**config.mk**
```make
export PLATFORM = sky130hd
export DESIGN_NAME = conv_pe_ctrl_flat
export DESIGN_NICKNAME = d
export VERILOG_FILES = /design/src/rtl/conv_pkg.sv /design/src/rtl/conv_pe_ctrl_if.sv /design/src/rtl/conv_valid_dly.sv /design/src/rtl/conv_pe_ctrl.sv /design/src/flat_wrapper.sv
export SDC_FILE = /design/constraint.sdc
export NUM_CORES = 1
export LEC_CHECK = 0
export ABC_CLOCK_PERIOD_IN_PS = 3350
export CORE_MARGIN = 5
export CORE_UTILIZATION = 51
export CTS_BUF_LIST = sky130_fd_sc_hd__clkbuf_8
export CTS_CLUSTER_SIZE = 10
export DETAILED_ROUTE_END_ITERATION = 16
export HOLD_SLACK_MARGIN = 0.05
export PLACE_DENSITY_LB_ADDON = 0.08
export SLEW_MARGIN = 10
export SYNTH_ARGS = -nofsm -noshare
export SYNTH_HDL_FRONTEND = slang
export SYNTH_SLANG_ARGS = --single-unit
```
**constraint.sdc**
```tcl
create_clock -name clk -period 3.35 [get_ports clk]
set_input_delay 0.67 -clock clk [delete_from_list [all_inputs] [get_ports clk]]
set_output_delay 0.67 -clock clk [all_outputs]
set_load 0.005 [all_outputs]
```
**src/rtl/conv_pkg.sv**
```systemverilog
// Shared definitions for the convolution PE controller: FSM state type,
// default datapath constants and a counter-width helper.
package conv_pkg;

  typedef enum logic [2:0] {
    IDLE   = 3'd0,
    LOAD_W = 3'd1,
    STREAM = 3'd2,
    DRAIN  = 3'd3,
    DONE   = 3'd4
  } state_t;

  localparam int DEFAULT_WIDTH = 9;
  localparam int DEFAULT_K     = 3;

  // Bits needed to hold the values 0..n-1 (at least one bit).
  function automatic int cnt_bits(input int n);
    return (n <= 2) ? 1 : $clog2(n);
  endfunction

endpackage

```
**src/rtl/conv_pe_ctrl_if.sv**
```systemverilog
// Weight/pixel streams, PE-side strobes and the result port of the
// convolution PE controller, bundled for connection between blocks.
interface conv_pe_ctrl_if
  import conv_pkg::*;
#(
  parameter int WIDTH = DEFAULT_WIDTH
) ();

  // Valid/ready: a beat transfers on a rising edge where valid and ready are
  // both high; the source holds data stable while valid is high and ready
  // low. out_valid/out_data have no ready and must be taken when presented.
  logic               w_valid;
  logic [WIDTH-1:0]   w_data;
  logic               w_ready;
  logic               px_valid;
  logic [WIDTH-1:0]   px_data;
  logic               px_ready;
  logic [WIDTH-1:0]   pe_weight_in;
  logic               pe_wload;
  logic [WIDTH-1:0]   pe_data_in;
  logic               pe_en;
  logic [2*WIDTH-1:0] pe_data_out;
  logic               out_valid;
  logic [2*WIDTH-1:0] out_data;

  modport master (
    input  w_valid, w_data, px_valid, px_data, pe_data_out,
    output w_ready, px_ready, pe_weight_in, pe_wload, pe_data_in, pe_en,
           out_valid, out_data
  );

  modport slave (
    output w_valid, w_data, px_valid, px_data, pe_data_out,
    input  w_ready, px_ready, pe_weight_in, pe_wload, pe_data_in, pe_en,
           out_valid, out_data
  );

endinterface

```
**src/rtl/conv_valid_dly.sv**
```systemverilog
// Fixed-depth 1-bit shift register that carries the window-valid tag
// alongside the PE pipeline; advances every cycle.
module conv_valid_dly #(
  parameter int DEPTH = 3
) (
  input  logic clk,
  input  logic rst_n,
  input  logic din,
  output logic dout
);

  logic [DEPTH-1:0] sr;

  generate
    if (DEPTH == 1) begin : g_one
      always_ff @(posedge clk) begin
        if (!rst_n) sr <= '0;
        else        sr <= din;
      end
    end else begin : g_many
      always_ff @(posedge clk) begin
        if (!rst_n) sr <= '0;
        else        sr <= {sr[DEPTH-2:0], din};
      end
    end
  endgenerate

  assign dout = sr[DEPTH-1];

endmodule

```
**src/rtl/conv_pe_ctrl.sv**
```systemverilog
// Sequences one image through a convolution PE: loads K*K weights, streams
// pixels in raster order and flags results whose window lies inside the image.
module conv_pe_ctrl
  import conv_pkg::*;
#(
  parameter int WIDTH  = DEFAULT_WIDTH,
  parameter int K      = DEFAULT_K,
  parameter int IMG_W  = 32,
  parameter int IMG_H  = 3,
  parameter int PE_LAT = 2
) (
  input  logic           clk,
  input  logic           rst_n,
  input  logic           start,
  output logic           busy,
  output logic           done,
  output state_t         state_dbg,
  conv_pe_ctrl_if.master bus
);

  localparam int KK  = K * K;
  localparam int WCW = cnt_bits(KK);
  localparam int CW  = cnt_bits(IMG_W);
  localparam int RW  = cnt_bits(IMG_H);
  localparam int DCW = cnt_bits(PE_LAT + 1);

  localparam logic [WCW-1:0] W_LAST    = WCW'(KK - 1);
  localparam logic [CW-1:0]  COL_LAST  = CW'(IMG_W - 1);
  localparam logic [RW-1:0]  ROW_LAST  = RW'(IMG_H - 1);
  localparam logic [CW-1:0]  COL_FIRST = CW'(K - 1);
  localparam logic [RW-1:0]  ROW_FIRST = RW'(K - 1);
  localparam logic [DCW-1:0] D_LAST    = DCW'(PE_LAT);

  state_t             state;
  logic [WCW-1:0]     w_cnt;
  logic [CW-1:0]      col;
  logic [RW-1:0]      row;
  logic [DCW-1:0]     drain_cnt;
  logic               w_ready_q;
  logic               px_ready_q;
  logic [WIDTH-1:0]   pe_weight_q;
  logic               pe_wload_q;
  logic [WIDTH-1:0]   pe_data_q;
  logic               pe_en_q;
  logic               out_valid_q;
  logic [2*WIDTH-1:0] out_data_q;

  logic w_hs;
  logic px_hs;
  logic tag_in;
  logic tag_last;

  // Ready flags are only ever raised in their own state, so these are the
  // full handshake conditions.
  assign w_hs   = bus.w_valid  & w_ready_q;
  assign px_hs  = bus.px_valid & px_ready_q;
  assign tag_in = px_hs && (row >= ROW_FIRST) && (col >= COL_FIRST);

  conv_valid_dly #(
    .DEPTH (PE_LAT + 1)
  ) u_valid_dly (
    .clk   (clk),
    .rst_n (rst_n),
    .din   (tag_in),
    .dout  (tag_last)
  );

  always_ff @(posedge clk) begin
    if (!rst_n) begin
      state       <= IDLE;
      busy        <= 1'b0;
      done        <= 1'b0;
      w_cnt       <= '0;
      col         <= '0;
      row         <= '0;
      drain_cnt   <= '0;
      w_ready_q   <= 1'b0;
      px_ready_q  <= 1'b0;
      pe_weight_q <= '0;
      pe_wload_q  <= 1'b0;
      pe_data_q   <= '0;
      pe_en_q     <= 1'b0;
      out_valid_q <= 1'b0;
      out_data_q  <= '0;
    end else begin
      pe_wload_q  <= 1'b0;
      pe_en_q     <= 1'b0;
      done        <= 1'b0;
      // Tag emerges the cycle the PE result for that pixel is on pe_data_out.
      out_valid_q <= tag_last;
      if (tag_last) out_data_q <= bus.pe_data_out;

      unique case (state)
        IDLE: begin
          if (start) begin
            state     <= LOAD_W;
            busy      <= 1'b1;
            w_ready_q <= 1'b1;
            w_cnt     <= '0;
            col       <= '0;
            row       <= '0;
            drain_cnt <= '0;
          end
        end
        LOAD_W: begin
          if (w_hs) begin
            pe_weight_q <= bus.w_data;
            pe_wload_q  <= 1'b1;
            if (w_cnt == W_LAST) begin
              state      <= STREAM;
              w_ready_q  <= 1'b0;
              px_ready_q <= 1'b1;
            end else begin
              w_cnt <= w_cnt + 1'b1;
            end
          end
        end
        STREAM: begin
          if (px_hs) begin
            pe_data_q <= bus.px_data;
            pe_en_q   <= 1'b1;
            if (col == COL_LAST) begin
              col <= '0;
              if (row == ROW_LAST) begin
                state      <= DRAIN;
                px_ready_q <= 1'b0;
              end else begin
                row <= row + 1'b1;
              end
            end else begin
              col <= col + 1'b1;
            end
          end
        end
        DRAIN: begin
          if (drain_cnt == D_LAST) begin
            state <= DONE;
            done  <= 1'b1;
          end else begin
            drain_cnt <= drain_cnt + 1'b1;
          end
        end
        DONE: begin
          state <= IDLE;
          busy  <= 1'b0;
        end
        default: state <= IDLE;
      endcase
    end
  end

  assign state_dbg        = state;
  assign bus.w_ready      = w_ready_q;
  assign bus.px_ready     = px_ready_q;
  assign bus.pe_weight_in = pe_weight_q;
  assign bus.pe_wload     = pe_wload_q;
  assign bus.pe_data_in   = pe_data_q;
  assign bus.pe_en        = pe_en_q;
  assign bus.out_valid    = out_valid_q;
  assign bus.out_data     = out_data_q;

endmodule

```
**src/flat_wrapper.sv**
```systemverilog
// flat-port wrapper written by rule: the top's interface ports become plain ports
module conv_pe_ctrl_flat import conv_pkg::*;
#(
  parameter int WIDTH  = DEFAULT_WIDTH,
  parameter int K      = DEFAULT_K,
  parameter int IMG_W  = 32,
  parameter int IMG_H  = 3,
  parameter int PE_LAT = 2
)
  (clk, rst_n, start, busy, done, state_dbg, bus_w_valid, bus_w_data, bus_px_valid, bus_px_data, bus_pe_data_out, bus_w_ready, bus_px_ready, bus_pe_weight_in, bus_pe_wload, bus_pe_data_in, bus_pe_en, bus_out_valid, bus_out_data);
  conv_pe_ctrl_if #(.WIDTH(WIDTH)) bus_i ();
  input  logic clk;
  input  logic rst_n;
  input  logic start;
  output logic busy;
  output logic done;
  output state_t state_dbg;
  input wire logic [$bits(bus_i.w_valid)-1:0] bus_w_valid;
  input wire logic [$bits(bus_i.w_data)-1:0] bus_w_data;
  input wire logic [$bits(bus_i.px_valid)-1:0] bus_px_valid;
  input wire logic [$bits(bus_i.px_data)-1:0] bus_px_data;
  input wire logic [$bits(bus_i.pe_data_out)-1:0] bus_pe_data_out;
  output wire logic [$bits(bus_i.w_ready)-1:0] bus_w_ready;
  output wire logic [$bits(bus_i.px_ready)-1:0] bus_px_ready;
  output wire logic [$bits(bus_i.pe_weight_in)-1:0] bus_pe_weight_in;
  output wire logic [$bits(bus_i.pe_wload)-1:0] bus_pe_wload;
  output wire logic [$bits(bus_i.pe_data_in)-1:0] bus_pe_data_in;
  output wire logic [$bits(bus_i.pe_en)-1:0] bus_pe_en;
  output wire logic [$bits(bus_i.out_valid)-1:0] bus_out_valid;
  output wire logic [$bits(bus_i.out_data)-1:0] bus_out_data;
  assign bus_i.w_valid = bus_w_valid;
  assign bus_i.w_data = bus_w_data;
  assign bus_i.px_valid = bus_px_valid;
  assign bus_i.px_data = bus_px_data;
  assign bus_i.pe_data_out = bus_pe_data_out;
  assign bus_w_ready = bus_i.w_ready;
  assign bus_px_ready = bus_i.px_ready;
  assign bus_pe_weight_in = bus_i.pe_weight_in;
  assign bus_pe_wload = bus_i.pe_wload;
  assign bus_pe_data_in = bus_i.pe_data_in;
  assign bus_pe_en = bus_i.pe_en;
  assign bus_out_valid = bus_i.out_valid;
  assign bus_out_data = bus_i.out_data;
  conv_pe_ctrl #(.WIDTH(WIDTH), .K(K), .IMG_W(IMG_W), .IMG_H(IMG_H), .PE_LAT(PE_LAT)) u_core (.clk(clk), .rst_n(rst_n), .start(start), .busy(busy), .done(done), .state_dbg(state_dbg), .bus(bus_i));
endmodule
```
Word-level counts from Yosys, hierarchy flattened:

Index checks and enable logic that the tools add are counted.

* $add $sub $neg: 4
* multiplexer cells: 37
* bitwise gates (word level): 2
* reduce and logical (&&, ||, !) cells: 21
* $lt $le $gt $ge: 2
* eq/ne operators: 18

Operators by type and width (number)
* $mux W3: 7
* $mux W5: 3
* $mux W4: 3
* $ne A2 B1 Y1 const B: 6
* $pmux W3 S4: 1
* $reduce_and A2 Y1: 6
* $mux W1: 11
* $mux W2: 5
* $pmux W5 S2: 1
* $reduce_bool A2 Y1: 5
* $ne A2 B2 Y1 const B: 4
* $pmux W2 S2: 2
* $pmux W4 S2: 1
* $reduce_and A4 Y1: 2
* $reduce_and A7 Y1: 1
* $eq A3 B2 Y1 const B: 2
* $pmux W1 S2: 3
* $reduce_and A3 Y1: 2
* $reduce_and A6 Y1: 1
* $add A5 B1 Y5 const B: 1
* $eq A5 B5 Y1 const B: 1
* $ge A5 B2 Y1 const B: 1
* $reduce_and A5 Y1: 1
* $add A2 B1 Y2 const B: 2
* 9 further kinds: 12

* output and inout port bits: 46
* register bits after elaboration: 62
* input bits: 41

Longest topological paths before layout:

* depth after elaboration: 5
* mapped depth: 7

Cells and area by module:

From an unflattened synthesis, not the netlist that was laid out.

* cells, all modules: 289
* area total of the unflattened synthesis: 2596.2 um2

By module, submodules not included
* conv_pe_ctrl: instances 1, area each 2517.4 um2, cells an instance 283
* conv_valid_dly: instances 1, area each 78.8 um2, cells an instance 6

Worst setup path after synthesis:

No wires, ideal clock.

* path type: register to register
* start point: register u_core.col[0]
* end point: register u_core.col[3]
* arrival: 1.591 ns
* buffers on the path: 0
* setup slack: 1.689 ns
* cell stages (with the launch flop): 6
* required time: 3.280 ns
* cells stage by stage: dfxtp_1 -> ha_1 -> and3_1 -> ha_1 -> or4_1 -> a21boi_1

* cells in the longest elaborated chain, start to end: 4

Ends and longest elaborated chain
* from (decl): RTL line conv_pe_ctrl.sv:36 `logic [CW-1:0] col;`
* from (signal assigned): RTL line conv_pe_ctrl.sv:131 `col <= col + 1'b1;`
* $add A5 B1 Y5 or $eq A5 B5 Y1 (tied branches): RTL line conv_pe_ctrl.sv:131, conv_pe_ctrl.sv:122
* $mux W5 *: RTL line conv_pe_ctrl.sv:122 `if (col == COL_LAST) begin`
* $mux W5 *: RTL line conv_pe_ctrl.sv:119 `if (px_hs) begin`
* $pmux W5 S2 *: RTL line conv_pe_ctrl.sv:93 `unique case (state)`

Every way passes the cells marked *; elsewhere a longest branch is shown, timed or not. The select of a mux whose other input is x is not followed.
A chain may end at the register's enable or synchronous reset.

Worst setup path in the final report:

* start point: register u_core.state[0] (netlist: u_core.state_dbg[0])
* end point: output state_dbg[0]

RTL lines
* from (decl): RTL line conv_pe_ctrl.sv:34 `state_t state;`
* from (signal assigned): RTL line conv_pe_ctrl.sv:70 `state <= IDLE;`
* from (signal assigned): RTL line conv_pe_ctrl.sv:96 `state <= LOAD_W;`
* from (signal assigned): RTL line conv_pe_ctrl.sv:110 `state <= STREAM;`
* to (decl): RTL line flat_wrapper.sv:17 `output state_t state_dbg;`

No word-level cell between the ends.

==> impl_metrics.tcl <==
set metrics [dict create \
    finalHoldViolations 0 \
    register_area_sq_um 1240 \
    crit_slowest_cell "dfxtp_1" \
    grt_usage_pct 17.4 \
    clock_skew_ns 0.00692 \
    routedWlPerCell_um 12.9 \
    busiest_layer "met2" \
    synth_cells 279 \
    use_met3_pct 5.81 \
    dp.cells 418 \
    critPathCaptureType "primary output" \
    cap_violations 0 \
    power_density_nw_per_um2 406 \
    drive_above_1_share_pct 5.77 \
    worst_setup_path_start_kind "flop" \
    drt_wl_total_um 5600 \
    globalplace.congestion 0.763 \
    coreArea_sq_um 5040 \
    cts-root-buf "clkbuf_8" \
    syn_area_sq_um 2620 \
    crit_buf_inv 1 \
    critical_path_class "flop to primary output" \
    multi_input_area_sq_um 1260 \
    placed_area_sq_um 3470 \
    clk_pin_slew_worst_paths_ns 0.06 \
    drt_first_pass_iters 4 \
    rsz0062_at_grt "no" \
    nets 407 \
    hpwl_um 3910 \
    postCtsSetupBuffers 0 \
    antenna_found_initial 0 \
    cts_sinks 62 \
    whs_ns 0.431 \
    combinationalPowerShare_pct 6.4 \
    timing.final.max_slew_violations 0 \
    cts_hold_buffers 0 \
    rows 26 \
    syn_to_final_growth_pct 40.5 \
    finalCritPeriodShare_pct 67.5 \
    fp.dieH_um 81.6 \
    switching_share_pct 20.6 \
    clock_path_buffers 2 \
    vdd_drop_max_mv 0.313 \
    leakage_uw 0.00126 \
    ios 87 \
    post_cts_resized 0 \
    cp.arrival_ns 1.59 \
    hold_class "flop to flop" \
    drtAntennaViolNets 0 \
    fillers 413 \
    synth_nets 327 \
    portBuffers 86 \
    path_cells "clkdlybuf4s50_1" \
    chipWidth_um 81.6 \
    grtUsageMet2_pct 29.8 \
    worst_ep_required_time_ns 2.68 \
    fin_crit_ns 2.26 \
    worst_slew_pin_slew_ns 1.02 \
    internal_power_uw 1180 \
    yosysSeqAreaShare_pct 47.5 \
    final_area_sq_um 3670 \
    setup_tns_ns 0 \
    post_synth.cell_area_avg_sq_um 9.37 \
    h-tree-depth 3 \
    grt_max_degree 65 \
    synthDistinctLibCells 44 \
    die-area_sq_um 6660 \
    setup_viol 0 \
    final_common_cell "clkdlybuf4s50_1" \
    vias_per_cell 5.01 \
    grt.overflow.total 0 \
    max_slew_margin_pct 31.9 \
    initial_core_util_pct 51.9 \
    clock_latency_ns 0.33 \
    cp_max_fo 12 \
    drcViolationCount 0 \
    clockPowerShare_pct 43.4 \
    power.switching_uw 308 \
    tritoncts "built" \
    final_cell_mix "clkdlybuf4s50_1, dfxtp_1, nand2_1, nor2b_1, mux2i_1" \
    grt_pass1_wl_um 8980 \
    cts_buffers 9 \
    vias 2174 \
    use_met1_pct 19.2 \
    synth-seq-cells 62 \
    pwr-share-seq_pct 50.2 \
    final_cells 434 \
    status "completed" \
    diodes 0 \
    critPathTopFamily "flip-flops" \
    yosysWarnings 0 \
    max_freq_mhz 443 \
    drt_iter0_drc 92 \
    grt_pass1_vias 2126 \
    critical-path-max-stage-delay_ns 0.64 \
]
==> power by group through the flow <==
stage                     clock [uW]  combinational [uW]  sequential, uW
final                            647                96.0             749
after global routing             688                 105             749
after CTS                        660                97.2             749
after detailed placement           0                96.7             765
after global placement             0                95.5             765
after floorplan                    0                36.5             763
==> cell type report <==
type / instances / area share [%]
Timing Repair Buffer: 86 / 23.3
Sequential cell: 62 / 33.8
Clock buffer: 11 / 4.12
Inverter: 7 / 0.715
Clock inverter: 5 / 1.33
Multi-Input combinational cell: 193 / 34.4
Tap cell: 70 / 2.38
==> flip-flops by register name, indices dropped and copies added, names as in the netlist <==
| register | flops |
|---|---|
| u_core.u_valid_dly.sr | 3 |
| u_core.bus.out_data | 18 |
| u_core.bus.pe_data_in | 9 |
| u_core.bus.pe_wload | 1 |
| u_core.bus.px_ready | 1 |
| u_core.state_dbg | 3 |
| u_core.drain_cnt | 2 |
| u_core.row | 2 |
| u_core.bus.w_ready | 1 |
| u_core.bus.pe_en | 1 |
| u_core.busy | 1 |
| u_core.bus.out_valid | 1 |
| u_core.col | 5 |
| u_core.w_cnt | 4 |
| u_core.done | 1 |
| u_core.bus.pe_weight_in | 9 |
==> metal layers <==
layer | vias to the layer above | share of wire [%]
li1 | 1116 | -
met1 | 983 | 43
met2 | 65 | 45
met3 | 10 | 9.5
met4 | 0 | 1.8
met5 | - | 0
==> worst paths after layout <==
check	cells after the start	slack, ns	start	to
setup / recovery	1	1.09	u_core.state_dbg[0]$_SDFFE_PN0P_	state_dbg[0]
hold / removal	1	0.43	u_core.u_valid_dly.sr[0]$_SDFF_PN0_	u_core.u_valid_dly.sr[1]$_SDFF_PN0_
setup reg to reg	4	1.25	u_core.state_dbg[0]$_SDFFE_PN0P_	u_core.w_cnt[3]$_SDFFE_PN0P_
hold reg to reg	1	0.43	u_core.u_valid_dly.sr[0]$_SDFF_PN0_	u_core.u_valid_dly.sr[1]$_SDFF_PN0_
==> synth_stat cells <==
master	number	area, sq um
dfxtp_1	62	1240
nand2_1	45	169
nor2b_1	22	138
mux2i_1	18	180
a21boi_1	13	97.6
nor2_1	12	45.0
a21boi_0	11	82.6
clkbuf_1	9	33.8
nand3_1	8	40.0
ha_1	7	87.6
inv_1	7	26.3
o21ai_0	7	35.0
a21oi_1	6	30.0
and2_1	6	37.5
buf_2	5	25.0
and3_1	3	18.8
nor3_1	3	15.0
a211oi_1	2	15.0
a22oi_1	2	15.0
buf_4	2	15.0
nand4_1	2	12.5
nor4b_1	2	17.5
o211ai_1	2	15.0
or4_1	2	15.0
or4b_1	2	20.0
a21o_1	1	7.51
a41oi_1	1	8.76
and2b_1	1	7.51
buf_6	1	11.3
nand2_2	1	6.26
nand2b_1	1	6.26
nand3b_1	1	7.51
nand4b_1	1	8.76
nand4bb_1	1	11.3
nor3b_1	1	7.51
nor3b_2	1	12.5
nor3b_4	1	18.8
nor4b_4	1	23.8
o21a_1	1	7.51
o221a_2	1	11.3
o31a_1	1	8.76
o31ai_1	1	7.51
or3_1	1	6.26
or3b_1	1	8.76
==> cells by family after synthesis <==
kind of cell / after synthesis / synth area share, %
buffers and inverters: 24 / 4.26
adder cells (fa/ha/maj): 7 / 3.35
AO/OA/AOI/OAI: 49 / 13.1
AND/OR/NAND/NOR: 119 / 25.0
flip-flops: 62 / 47.5
multiplexers: 18 / 6.89
==> stage by stage <==
step                      setup WS, ns  power (uW)  utilization [%]
after floorplan                   1.69         799                -
after global placement            1.08         861             68.9
after detailed placement          1.00         862             68.9
after CTS                         1.10        1510             72.9
after global routing              1.06        1540             72.9
final                             1.09        1490             72.9
Power figures use the tool's default switching activity.
